--- src/rtl/uart_pkg.sv ---
// Shared UART definitions: frame line levels, data width and transmit FSM state encoding.
package uart_pkg;

    localparam int   UART_DATA_BITS = 8;
    localparam logic START_LEVEL    = 1'b0;
    localparam logic STOP_LEVEL     = 1'b1;
    localparam logic IDLE_LEVEL     = 1'b1;

    typedef enum logic [2:0] {
        IDLE  = 3'd0,
        FETCH = 3'd1,
        LOAD  = 3'd2,
        START = 3'd3,
        DATA  = 3'd4,
        STOP  = 3'd5
    } tx_state_e;

endpackage

--- src/rtl/uart_baud_cnt.sv ---
// Bit-period counter: counts 0..CLKS_PER_BIT-1, bit_tick on the last cycle of each bit.
module uart_baud_cnt #(
    parameter int CLKS_PER_BIT = 16,
    localparam int CW = $clog2(CLKS_PER_BIT)
) (
    input  logic          clk,
    input  logic          rst,
    input  logic          clear,
    output logic          bit_tick,
    output logic [CW-1:0] cnt
);

    localparam logic [CW-1:0] LAST = CW'(CLKS_PER_BIT - 1);

    assign bit_tick = (cnt == LAST);

    always_ff @(posedge clk or posedge rst) begin
        if (rst)
            cnt <= '0;
        else if (clear || bit_tick)
            cnt <= '0;
        else
            cnt <= cnt + 1'b1;
    end

endmodule

--- src/rtl/fifo_uart_tx.sv ---
// 8N1 UART transmitter that pops bytes from an upstream FIFO, one read pulse per frame.
module fifo_uart_tx
    import uart_pkg::*;
#(
    parameter int CLKS_PER_BIT = 16
) (
    input  logic                      clk,
    input  logic                      rst,
    input  logic                      fifo_empty,
    input  logic [UART_DATA_BITS-1:0] fifo_dout,
    output logic                      fifo_rd_en,
    output logic                      tx,
    output logic                      busy,
    output logic                      tx_done
);

    localparam int            CW      = $clog2(CLKS_PER_BIT);
    localparam logic [CW-1:0] DONE_AT = CW'(CLKS_PER_BIT - 2);

    tx_state_e                 state, state_nxt;
    logic [UART_DATA_BITS-1:0] shift_q, shift_nxt;
    logic [2:0]                bit_idx, bit_idx_nxt;
    logic                      bit_tick, cnt_clear, tx_nxt;
    logic [CW-1:0]             baud_cnt;

    // Counter only runs while a bit is on the line, so it starts at 0 with the start bit.
    assign cnt_clear = (state == IDLE) || (state == FETCH) || (state == LOAD);

    uart_baud_cnt #(.CLKS_PER_BIT(CLKS_PER_BIT)) u_baud (
        .clk      (clk),
        .rst      (rst),
        .clear    (cnt_clear),
        .bit_tick (bit_tick),
        .cnt      (baud_cnt)
    );

    always_comb begin
        state_nxt   = state;
        shift_nxt   = shift_q;
        bit_idx_nxt = bit_idx;
        case (state)
            IDLE:  if (!fifo_empty) state_nxt = FETCH;
            FETCH: state_nxt = LOAD;
            LOAD: begin
                shift_nxt   = fifo_dout;
                bit_idx_nxt = '0;
                state_nxt   = START;
            end
            START: if (bit_tick) state_nxt = DATA;
            DATA: if (bit_tick) begin
                shift_nxt   = shift_q >> 1;
                bit_idx_nxt = bit_idx + 3'd1;
                if (bit_idx == 3'd7) state_nxt = STOP;
            end
            STOP:    if (bit_tick) state_nxt = IDLE;
            default: state_nxt = IDLE;
        endcase
    end

    // Outputs are registered from next-state values so they align with the state they describe.
    always_comb begin
        case (state_nxt)
            START:   tx_nxt = START_LEVEL;
            DATA:    tx_nxt = shift_nxt[0];
            STOP:    tx_nxt = STOP_LEVEL;
            default: tx_nxt = IDLE_LEVEL;
        endcase
    end

    always_ff @(posedge clk or posedge rst) begin
        if (rst) begin
            state      <= IDLE;
            shift_q    <= '0;
            bit_idx    <= '0;
            tx         <= IDLE_LEVEL;
            fifo_rd_en <= 1'b0;
            busy       <= 1'b0;
            tx_done    <= 1'b0;
        end else begin
            state      <= state_nxt;
            shift_q    <= shift_nxt;
            bit_idx    <= bit_idx_nxt;
            tx         <= tx_nxt;
            fifo_rd_en <= (state_nxt == FETCH);
            busy       <= (state_nxt != IDLE);
            tx_done    <= (state == STOP) && (baud_cnt == DONE_AT);
        end
    end

endmodule

--- config.mk ---
export PLATFORM = sky130hd
export DESIGN_NAME = fifo_uart_tx
export DESIGN_NICKNAME = d
export VERILOG_FILES = /design/src/rtl/uart_pkg.sv /design/src/rtl/uart_baud_cnt.sv /design/src/rtl/fifo_uart_tx.sv
export SDC_FILE = /design/constraint.sdc
export NUM_CORES = 1
export LEC_CHECK = 0
export CAP_MARGIN = 0
export CORE_ASPECT_RATIO = 0.5
export CORE_UTILIZATION = 35
export CTS_CLUSTER_SIZE = 25
export DETAILED_ROUTE_END_ITERATION = 8
export SLEW_MARGIN = 20
export SYNTH_ARGS = -nofsm -noshare
export SYNTH_HDL_FRONTEND = slang
export SYNTH_SLANG_ARGS = --single-unit
--- constraint.sdc ---
create_clock -name clk -period 1.7 [get_ports clk]
set_input_delay 0.34 -clock clk [delete_from_list [all_inputs] [get_ports clk]]
set_output_delay 0.34 -clock clk [all_outputs]
set_load 0.005 [all_outputs]
After elaboration in Yosys (flattened, before gate mapping)
Cells that the tools add are included.
Operators by class
  $add $sub $neg: 2
  $mul: 0
  divide/modulo/power cells: 0
  $lt $le $gt $ge: 0
  equality and inequality tests: 12
  shift-type cells: 0
  multiplexer cells: 12
  bitwise operators: 0
  reduce and logical (&&, ||, !) cells: 8
Operator list (count)
  3-bit two-way mux: 6
  3-bit one-hot mux with 6 select lines: 1
  8-bit one-hot mux with 2 select lines: 1
  3-bit equality test, second input constant: 4
  3-bit by 2-bit equality test with 1-bit output, second input constant: 3
  4-bit equality test, second input constant: 2
  8-bit two-way mux: 1
  3-bit by 1-bit equality test with 1-bit output, second input constant: 2
  3-bit one-hot mux with 2 select lines: 1
  4-bit by 1-bit adder with 4-bit output, second input constant: 1
  4-bit two-way mux: 1
  3-bit by 1-bit adder with 3-bit output, second input constant: 1
  3-bit logical NOT: 1
  1-bit logical OR: 3
  3-bit nonzero test: 1
  2-bit by 1-bit inequality test with 1-bit output, second input constant: 1
  1-bit one-hot mux with 2 select lines: 1
  2-bit AND reduction: 1
  2-bit nonzero test: 1
  1-bit logical AND: 1
Storage, ports and cells
  register bits: 22
  bits in latches: 0
  bits in writable memories: 0
  bits in read-only memories: 0
  bits of input ports: 11
  output and inout bits: 4
  logic and storage cells: 43
  memories kept: 0

Depth between registers and ports, before layout
Gate-level depths: netlist (run 1).
  depth in word-level cells: 6
  depth in mapped cells: 7
  mapped depth without buffers: 5

By module
Synthesis (run 1) repeated with hierarchy kept, for this count alone.
Unflattened totals
  cells, all modules: 92
  area total of the unflattened synthesis: 1062.3 um^2
Modules (own cells, without submodules)
  fifo_uart_tx: instances 1, cells each 78, area an instance 887.1 um^2, sequential area each 451.7 um^2
  uart_baud_cnt: instances 1, cells each 14, area an instance 175.2 um^2, sequential area each 100.1 um^2

Worst setup path before layout (run 1)
No wires, ideal clock.
  path type: flip-flop to flip-flop
  start point: reg u_baud.cnt[0]
  end point: reg tx
  setup time: 93 ps
  arrival: 1565 ps
  required time: 1607 ps
  slack: 42 ps
  cell stages (with the launch flop): 7
  path buffers: 1
  period minus slack after synthesis: 1658 ps
  cell sequence: dfrtp_1 ha_1 and3_1 buf_2 and2_1 a221o_1 a2bb2oi_1
Between the ends
  elaborated cells on any way between the ends: 10
  those cells by class: eq/ne (3); mux (7)
RTL lines
  from (decl): RTL line uart_baud_cnt.sv:10  | output logic [CW-1:0] cnt
  from (signal assigned): RTL line uart_baud_cnt.sv:23  | cnt <= cnt + 1'b1;
  4-bit equality test: RTL line uart_baud_cnt.sv:15  | assign bit_tick = (cnt == LAST);
  8-bit two-way mux: RTL line fifo_uart_tx.sv:50  | DATA: if (bit_tick) begin
  8-bit one-hot mux with 2 select lines: RTL line fifo_uart_tx.sv:41  | case (state)
  net shift_nxt[0]: RTL line fifo_uart_tx.sv:21  | logic [UART_DATA_BITS-1:0] shift_q, shift_nxt;
  1-bit one-hot mux with 2 select lines: RTL line fifo_uart_tx.sv:62  | case (state_nxt)
  net tx_nxt: RTL line fifo_uart_tx.sv:23  | logic bit_tick, cnt_clear, tx_nxt;
  to (signal assigned): RTL line fifo_uart_tx.sv:83  | tx <= tx_nxt;
  to (decl): RTL line fifo_uart_tx.sv:12  | output logic tx,
The timed path passes the listed nets, and every way through them passes these cells. The select of a mux whose other input is x is not followed.
A chain may end at the register's enable or synchronous reset.

Final worst setup path (run 1)
  start point: reg tx
  end point: out tx
No word-level cell between the ends.

==> results of run 1 <==
cell type report:
type	instances	area [um^2]	share of cell area, %
flip-flops and latches	22	552	42.3
multi-input cells	69	444	34.0
repair buffers	22	200	15.3
clock buffers	4	55.1	4.22
well taps	37	46.3	3.55
inverters	2	7.51	0.575
cells in the mapped netlist (all sizes together):
library cell and count:
dfrtp 21, nand2 18, nor2 7, a22oi 6, o21ai 6, a21oi 5
ha 4, and2 3, buf 3, clkbuf 2, inv 2, mux2 2
nor3b 2, a211oi 1, a221o 1, a2bb2oi 1, and3 1, dfstp 1
mux2i 1, nand2b 1, nand3 1, nand4 1, nor3 1, nor4 1
o21a 1, o22ai 1, or2 1, or2b 1, xnor2 1, xor2 1
kinds of logic (layout without fill, tap and decap cells):
kind of cell,after synthesis,after routing
simple gates,38,38
compound gates,22,22
flops,22,22
buf+inv,7,28
fa+ha+maj,4,4
mux,3,3
xor+xnor,2,2
per-stage QoR:
stage / std cells / hold WS (ns)
4_1_cts: 156 / 0.413
3_3_place_gp: 152 / 0.460
3_5_place_dp: 152 / 0.466
6_report: 156 / 0.402
2_1_floorplan: 98 / 0.328
5_1_grt: 156 / 0.449
sequential cells by signal (all words and copies together) (netlist names):
signal,count
bit_idx,3
tx_done,1
shift_q,8
tx,1
state,3
u_baud.cnt,4
busy,1
fifo_rd_en,1
cells in the final DEF (no fill, tap or decap), drive strengths merged:
| cell | instances |
|---|---|
| nor3 | 1 |
| and3 | 1 |
| nand2 | 18 |
| a211oi | 1 |
| a2bb2oi | 1 |
| o21a | 1 |
| inv | 2 |
| a22oi | 6 |
| nor4 | 1 |
| and2 | 3 |
| nand4 | 1 |
| a21oi | 5 |
| clkbuf | 4 |
| a221o | 1 |
| xor2 | 1 |
| nand3 | 1 |
| nor2 | 7 |
| o22ai | 1 |
| or2 | 1 |
| or2b | 1 |
| ha | 4 |
| xnor2 | 1 |
| dfrtp | 21 |
| clkdlybuf4s50 | 14 |
| dfstp | 1 |
| o21ai | 6 |
| mux2i | 1 |
| nor3b | 2 |
| buf | 8 |
| nand2b | 1 |
| mux2 | 2 |
where the power goes:
group,switching [mW],internal (mW)
logic,0.0187,0.0297
clock network,0.168,0.206
registers,0.00484,0.533
path summary, 6_finish.rpt:
path,from,to,cells after the start
max,tx,tx,1
max in group asynchronous,rst,tx,3
min reg2reg,shift_q[2],shift_q[2],2
min,rst,shift_q[5],3
max reg2reg,u_baud.cnt[0],tx,5
min in group clk,shift_q[2],shift_q[2],2
layer usage:
metal / up-vias / share of wire, % / GRT usage [%]
li1: 382 / - / -
met1: 351 / 53 / 17.9
met2: 15 / 42 / 20.2
met3: 4 / 3.8 / 4.32
met4: 0 / 1.3 / 5.56
met5: - / 0 / 0
==> flow_summary.yaml, run 1 <==
run_status:
  run_status: "finished clean"
die:
  placement_rows: 13
  dieArea_um2: 3180
  core_region_area_um2: 2700
  die_height_um: 40.4
  io_pins: 15
  die_w_um: 78.8
  initial_core_utilization_pct: 38.2
pwr:
  vdd.ir_drop.worst_mv: 0.349
  power_density_nw_per_um2: 736
  power_leakage_nw: 0.589
  power_mw: 0.961
drt:
  total_number_of_vias: 752
  via_per_instance_ratio: 4.82
  wirelength_um: 1910
  route.detailed.wl_per_inst_um: 12.3
  antenna_violation_net_count_after_detailed_routing: 0
  drcViolationCount: 0
  drt_pre_antenna_iters: 4
  drt_first_iter_violations: 26
synthesis:
  ys_seq_area_share_pct: 53.5
  synth_seq_cells: 22
  synth_area_leaders: "dfrtp_1 (51%), nand2_1 (6.5%), ha_1 (4.8%)"
  syn-mean-instance-area_um2: 10.5
  synthMuxAreaShare_pct: 3.15
  yosys.area.top_type_share_pct: 50.9
  synth_xor_xnor_area_share_pct: 1.70
  syn_inst: 98
  synth-simple-area-share_pct: 18.7
  ys_types: 33
  main_combinational_cell_family_by_area_after_synthesis: "simple AND/OR/NAND/NOR gates"
  synth-compound-area-share_pct: 14.7
  synth_top_area_cell: "dfrtp_1"
  adder_cell_share_of_the_synthesized_area_pct: 4.85
  synth.net_count: 113
  synthesis.area_um2: 1030
  yosysWarningCount: 0
global_route:
  grt_usage_pct: 13.4
  grt_antenna_before_repair: 0
  grt_pass1_wl_um: 3050
  global_route.overflow_total: 0
  maximum_number_of_pins_on_one_net_before_global_route_repair: 23
  grt_pass1_vias: 655
setup_path:
  timing.critical_path.buf_inv: 1
  crit_path_max_fanout: 1
  critical_path_arrival_ns: 1.25
  timing.critical_path.slowest_stage_cell: "dfstp_2"
  r2r_slack_ns: 0.11
  timing_worst_setup_path_type: "flip-flop to output port"
  crit_path_max_cell_delay_ns: 0.52
  timing.critical_path.from_type: "flip-flop"
  end_kind: "output port"
  critPathTopFamily: "flip-flops"
  worst-endpoint-required_ns: 1.36
  cell_chain_of_the_critical_path: "clkdlybuf4s50_1"
cts:
  tritoncts_clock_tree: "yes"
  cts_repair_resize_count: 0
  cts_made_buffers: 3
  cts.reportedPaths.clkPinSlew_ns: 0.08
  clock_sinks: 22
  clk_latency_ns: 0.26
  clock-root-buffer: "clkbuf_8"
  clock_tree.buffer_depth: 2
  postCtsHoldBufs: 0
  clock_tree.htree_level_count: 1
  postCtsSetupBuffers: 0
run:
  maxCapViolations: 0
sta:
  worst_slack_ns: 0.106
  finalSetupViolations: 0
  final.period_utilization_pct: 93.8
  grt_setup_unrepaired: "false"
  report.final.slew_viol_count: 0
  worst_slew_pin_slew_ns: 0.306
  tns_ns: 0
  hold_viol: 0
  period_minus_slack_ns: 1.59
  highest_clock_rate_mhz: 627
  fin_skew_ns: 0.00450
  timing.slew.headroom_pct: 79.5
min_path:
  holdCritPathClass: "input port to async pin"
final_layout:
  fraction_of_layout_cells_with_a_size_suffix_above_1_pct: 16.0
  num-fill-cells: 277
  postLayoutCoreUtil_pct: 48.3
  design.final.nets: 135
  flow.area_growth_from_synthesis_pct: 26.4
  antenna_cells_inserted: 0
  layout.cell_area.non_filler_um2: 1310
placed_design:
  detailedPlacementHpwl_um: 1350
  detailedPlace.worstSlack_ns: 0.124
  port_buffers: 14
  routability_congestion_estimate_from_global_placement: 0.719
  dpl_cell_area_um2: 1250
Power figures use the tool's default switching activity.
==> inputs of run 2 (changes only) <==
==> constraint.sdc (replaced) <==
create_clock -name clk -period 1.7 [get_ports clk]
set_input_delay 0.17 -clock clk [delete_from_list [all_inputs] [get_ports clk]]
set_output_delay 0.17 -clock clk [all_outputs]
set_load 0.005 [all_outputs]
==> results of run 2 <==
Same layout as run 1 (identical final DEF). Status: finished clean.
Among the figures that moved: setup slack after layout 0.106 ns -> 0.110 ns; hold slack 0.402 ns -> 0.232 ns; start point of the critical path tx -> u_baud.cnt[0]
==> inputs of run 3 (changes only) <==
--- a/config.mk
+++ b/config.mk
@@ -6,10 +6,11 @@
 export NUM_CORES = 1
 export LEC_CHECK = 0
 export CAP_MARGIN = 0
-export CORE_ASPECT_RATIO = 0.5
-export CORE_UTILIZATION = 35
+export CORE_UTILIZATION = 40
 export CTS_CLUSTER_SIZE = 25
 export DETAILED_ROUTE_END_ITERATION = 8
+export PLACE_DENSITY = 0.69
+export RECOVER_POWER = 50
 export SLEW_MARGIN = 20
 export SYNTH_ARGS = -nofsm -noshare
 export SYNTH_HDL_FRONTEND = slang
==> run 3 against run 2 <==
Compared with the run above:
- via count is 2.0% higher
- core utilization increased by 3.4 points
- count of clock-buffer cells in the layout unchanged
- wire length decreased by 9.2%
- clock power is 25% lower
- worst setup slack improved by 0.017 ns
- critical path depth is the same
- total power shrank 9.9%
- critical path type unchanged
- critical endpoint unchanged
- largest power group unchanged
==> flow_summary.yaml, run 3 (synthesis gave the netlist of run 1 again) <==
die:
  die_w_um: 52.8
  initial_core_utilization_pct: 42.0
  die_height_um: 52.8
  core_region_area_um2: 2450
  dieArea_um2: 2790
  io_pins: 15
  placement_rows: 18
setup_path:
  timing.critical_path.from_type: "flip-flop"
  critical_path_arrival_ns: 1.81
  timing_worst_setup_path_type: "flip-flop to flip-flop"
  worst-endpoint-required_ns: 1.94
  r2r_slack_ns: 0.13
  reg2regPathDepth: 5
  crit_path_max_fanout: 4
  end_kind: "flip-flop"
sta:
  worst_slew_pin_slew_ns: 1.16
  period_minus_slack_ns: 1.57
  timing.slew.headroom_pct: 22.3
  grt_setup_unrepaired: "false"
  worst_slack_ns: 0.128
  highest_clock_rate_mhz: 636
  finalSetupViolations: 0
  tns_ns: 0
  hold_viol: 0
  fin_skew_ns: 0.00271
  whs_ns: 0.415
  report.final.slew_viol_count: 0
  final.period_utilization_pct: 92.5
placed_design:
  port_buffers: 14
  detailedPlace.worstSlack_ns: 0.137
  routability_congestion_estimate_from_global_placement: 0.790
  detailedPlacementHpwl_um: 1300
  dpl_cell_area_um2: 1240
pwr:
  power_leakage_nw: 0.574
  cell_internal_power_dissipation_mw: 0.692
  p_sw_mw: 0.173
  sequentialPowerShare_pct: 62.2
  switching_share_pct: 20.0
  power_density_nw_per_um2: 682
  combPwrFrac_pct: 5.3
  vdd.ir_drop.worst_mv: 0.485
  power_mw: 0.866
  clkPwrFrac_pct: 32.4
final_layout:
  mostFrequentLayoutCell: "dfrtp_1"
  multiInputGateArea_um2: 444
  fraction_of_layout_cells_with_a_size_suffix_above_1_pct: 14.3
  layout.cell_area.non_filler_um2: 1270
  design.final.nets: 135
  flow.area_growth_from_synthesis_pct: 23.0
  num-fill-cells: 223
  flip_flop_count_of_the_largest_register_after_layout: 8
  max_flop_register: "shift_q"
  layout.cells.most_common_list: "dfrtp_1 (21), nand2_1 (18), clkdlybuf4s50_1 (13)"
  top_regs: "shift_q x8, u_baud.cnt x4"
  antenna_cells_inserted: 0
  register_area_um2: 552
min_path:
  holdCritPathClass: "input port to flip-flop"
  hold-path-cell-count: 3
cts:
  cts_repair_resize_count: 0
  cts_made_buffers: 3
  postCtsHoldBufs: 0
  cts.reportedPaths.clkPinSlew_ns: 0.11
  clk_latency_ns: 0.30
  clock_tree.htree_level_count: 1
  tritoncts_clock_tree: "yes"
  clock_tree.buffer_depth: 2
  postCtsSetupBuffers: 0
  clock_sinks: 22
  clock-root-buffer: "clkbuf_4"
global_route:
  global_route.overflow_total: 0
  grt_pass1_vias: 638
  grt_pass1_wl_um: 2840
  maximum_number_of_pins_on_one_net_before_global_route_repair: 23
  grt_antenna_before_repair: 0
  grt_usage_pct: 14.6
drt:
  wirelength_um: 1740
  route.detailed.wl_per_inst_um: 11.7
  via_per_instance_ratio: 5.15
  antenna_violation_net_count_after_detailed_routing: 0
  drt_first_iter_violations: 15
  total_number_of_vias: 767
  drt_pre_antenna_iters: 2
  drcViolationCount: 0
run_status:
  run_status: "finished clean"
run:
  maxCapViolations: 0
[run 3: changes by cell type in the layout (fill, tap and decap cells not counted), sizes merged]
cell,previous run,this run
buf,8,6
clkbuf,4,6
clkdlybuf4s50,14,13
dlygate4sd3,0,1
[run 3: metrics by stage]
| step | utilization (%) | cells |
|---|---|---|
| after floorplan | - | 98 |
| after global placement | 50.6 | 145 |
| after detailed placement | 50.6 | 145 |
| after CTS | 52.0 | 149 |
| after global routing | 51.7 | 149 |
| final | 51.7 | 149 |
[run 3: metal layers]
metal | share of wire (%) | GRT usage (%)
met2 | 46 | 20.7
met1 | 49 | 20.2
met3 | 3.0 | 3.48
met5 | 0 | 0
met4 | 2.1 | 7.89
[run 3: critical path, cell delays in order (launching register included)]
cell	delay, ns
dfrtp_1	0.42
ha_1	0.23
and3_1	0.19
and2_1	0.15
a221o_1	0.37
a2bb2oi_1	0.15
[run 3: worst paths after layout]
check | end | from
setup / recovery | tx | u_baud.cnt[0]
hold / removal | shift_q[7] | fifo_dout[7]
setup reg to reg | tx | u_baud.cnt[0]
hold reg to reg | shift_q[5] | shift_q[5]
max in group asynchronous | shift_q[4] | rst
min in group asynchronous | u_baud.cnt[3] | rst
[run 3: final cells by class]
class,instances,area share [%]
clock buffer,4,2.86
inverter,2,0.591
multi-input combinational,69,35.0
sequential,22,43.4
tap,30,2.96
timing repair buffer,22,15.2
[run 3: power groups by stage]
stage	clock network [mW]	registers (mW)	logic (mW)
2_1_floorplan	0	0.547	0.0172
3_3_place_gp	0	0.548	0.0483
3_5_place_dp	0	0.549	0.0492
4_1_cts	0.294	0.539	0.0489
5_1_grt	0.315	0.540	0.0521
6_report	0.281	0.539	0.0463
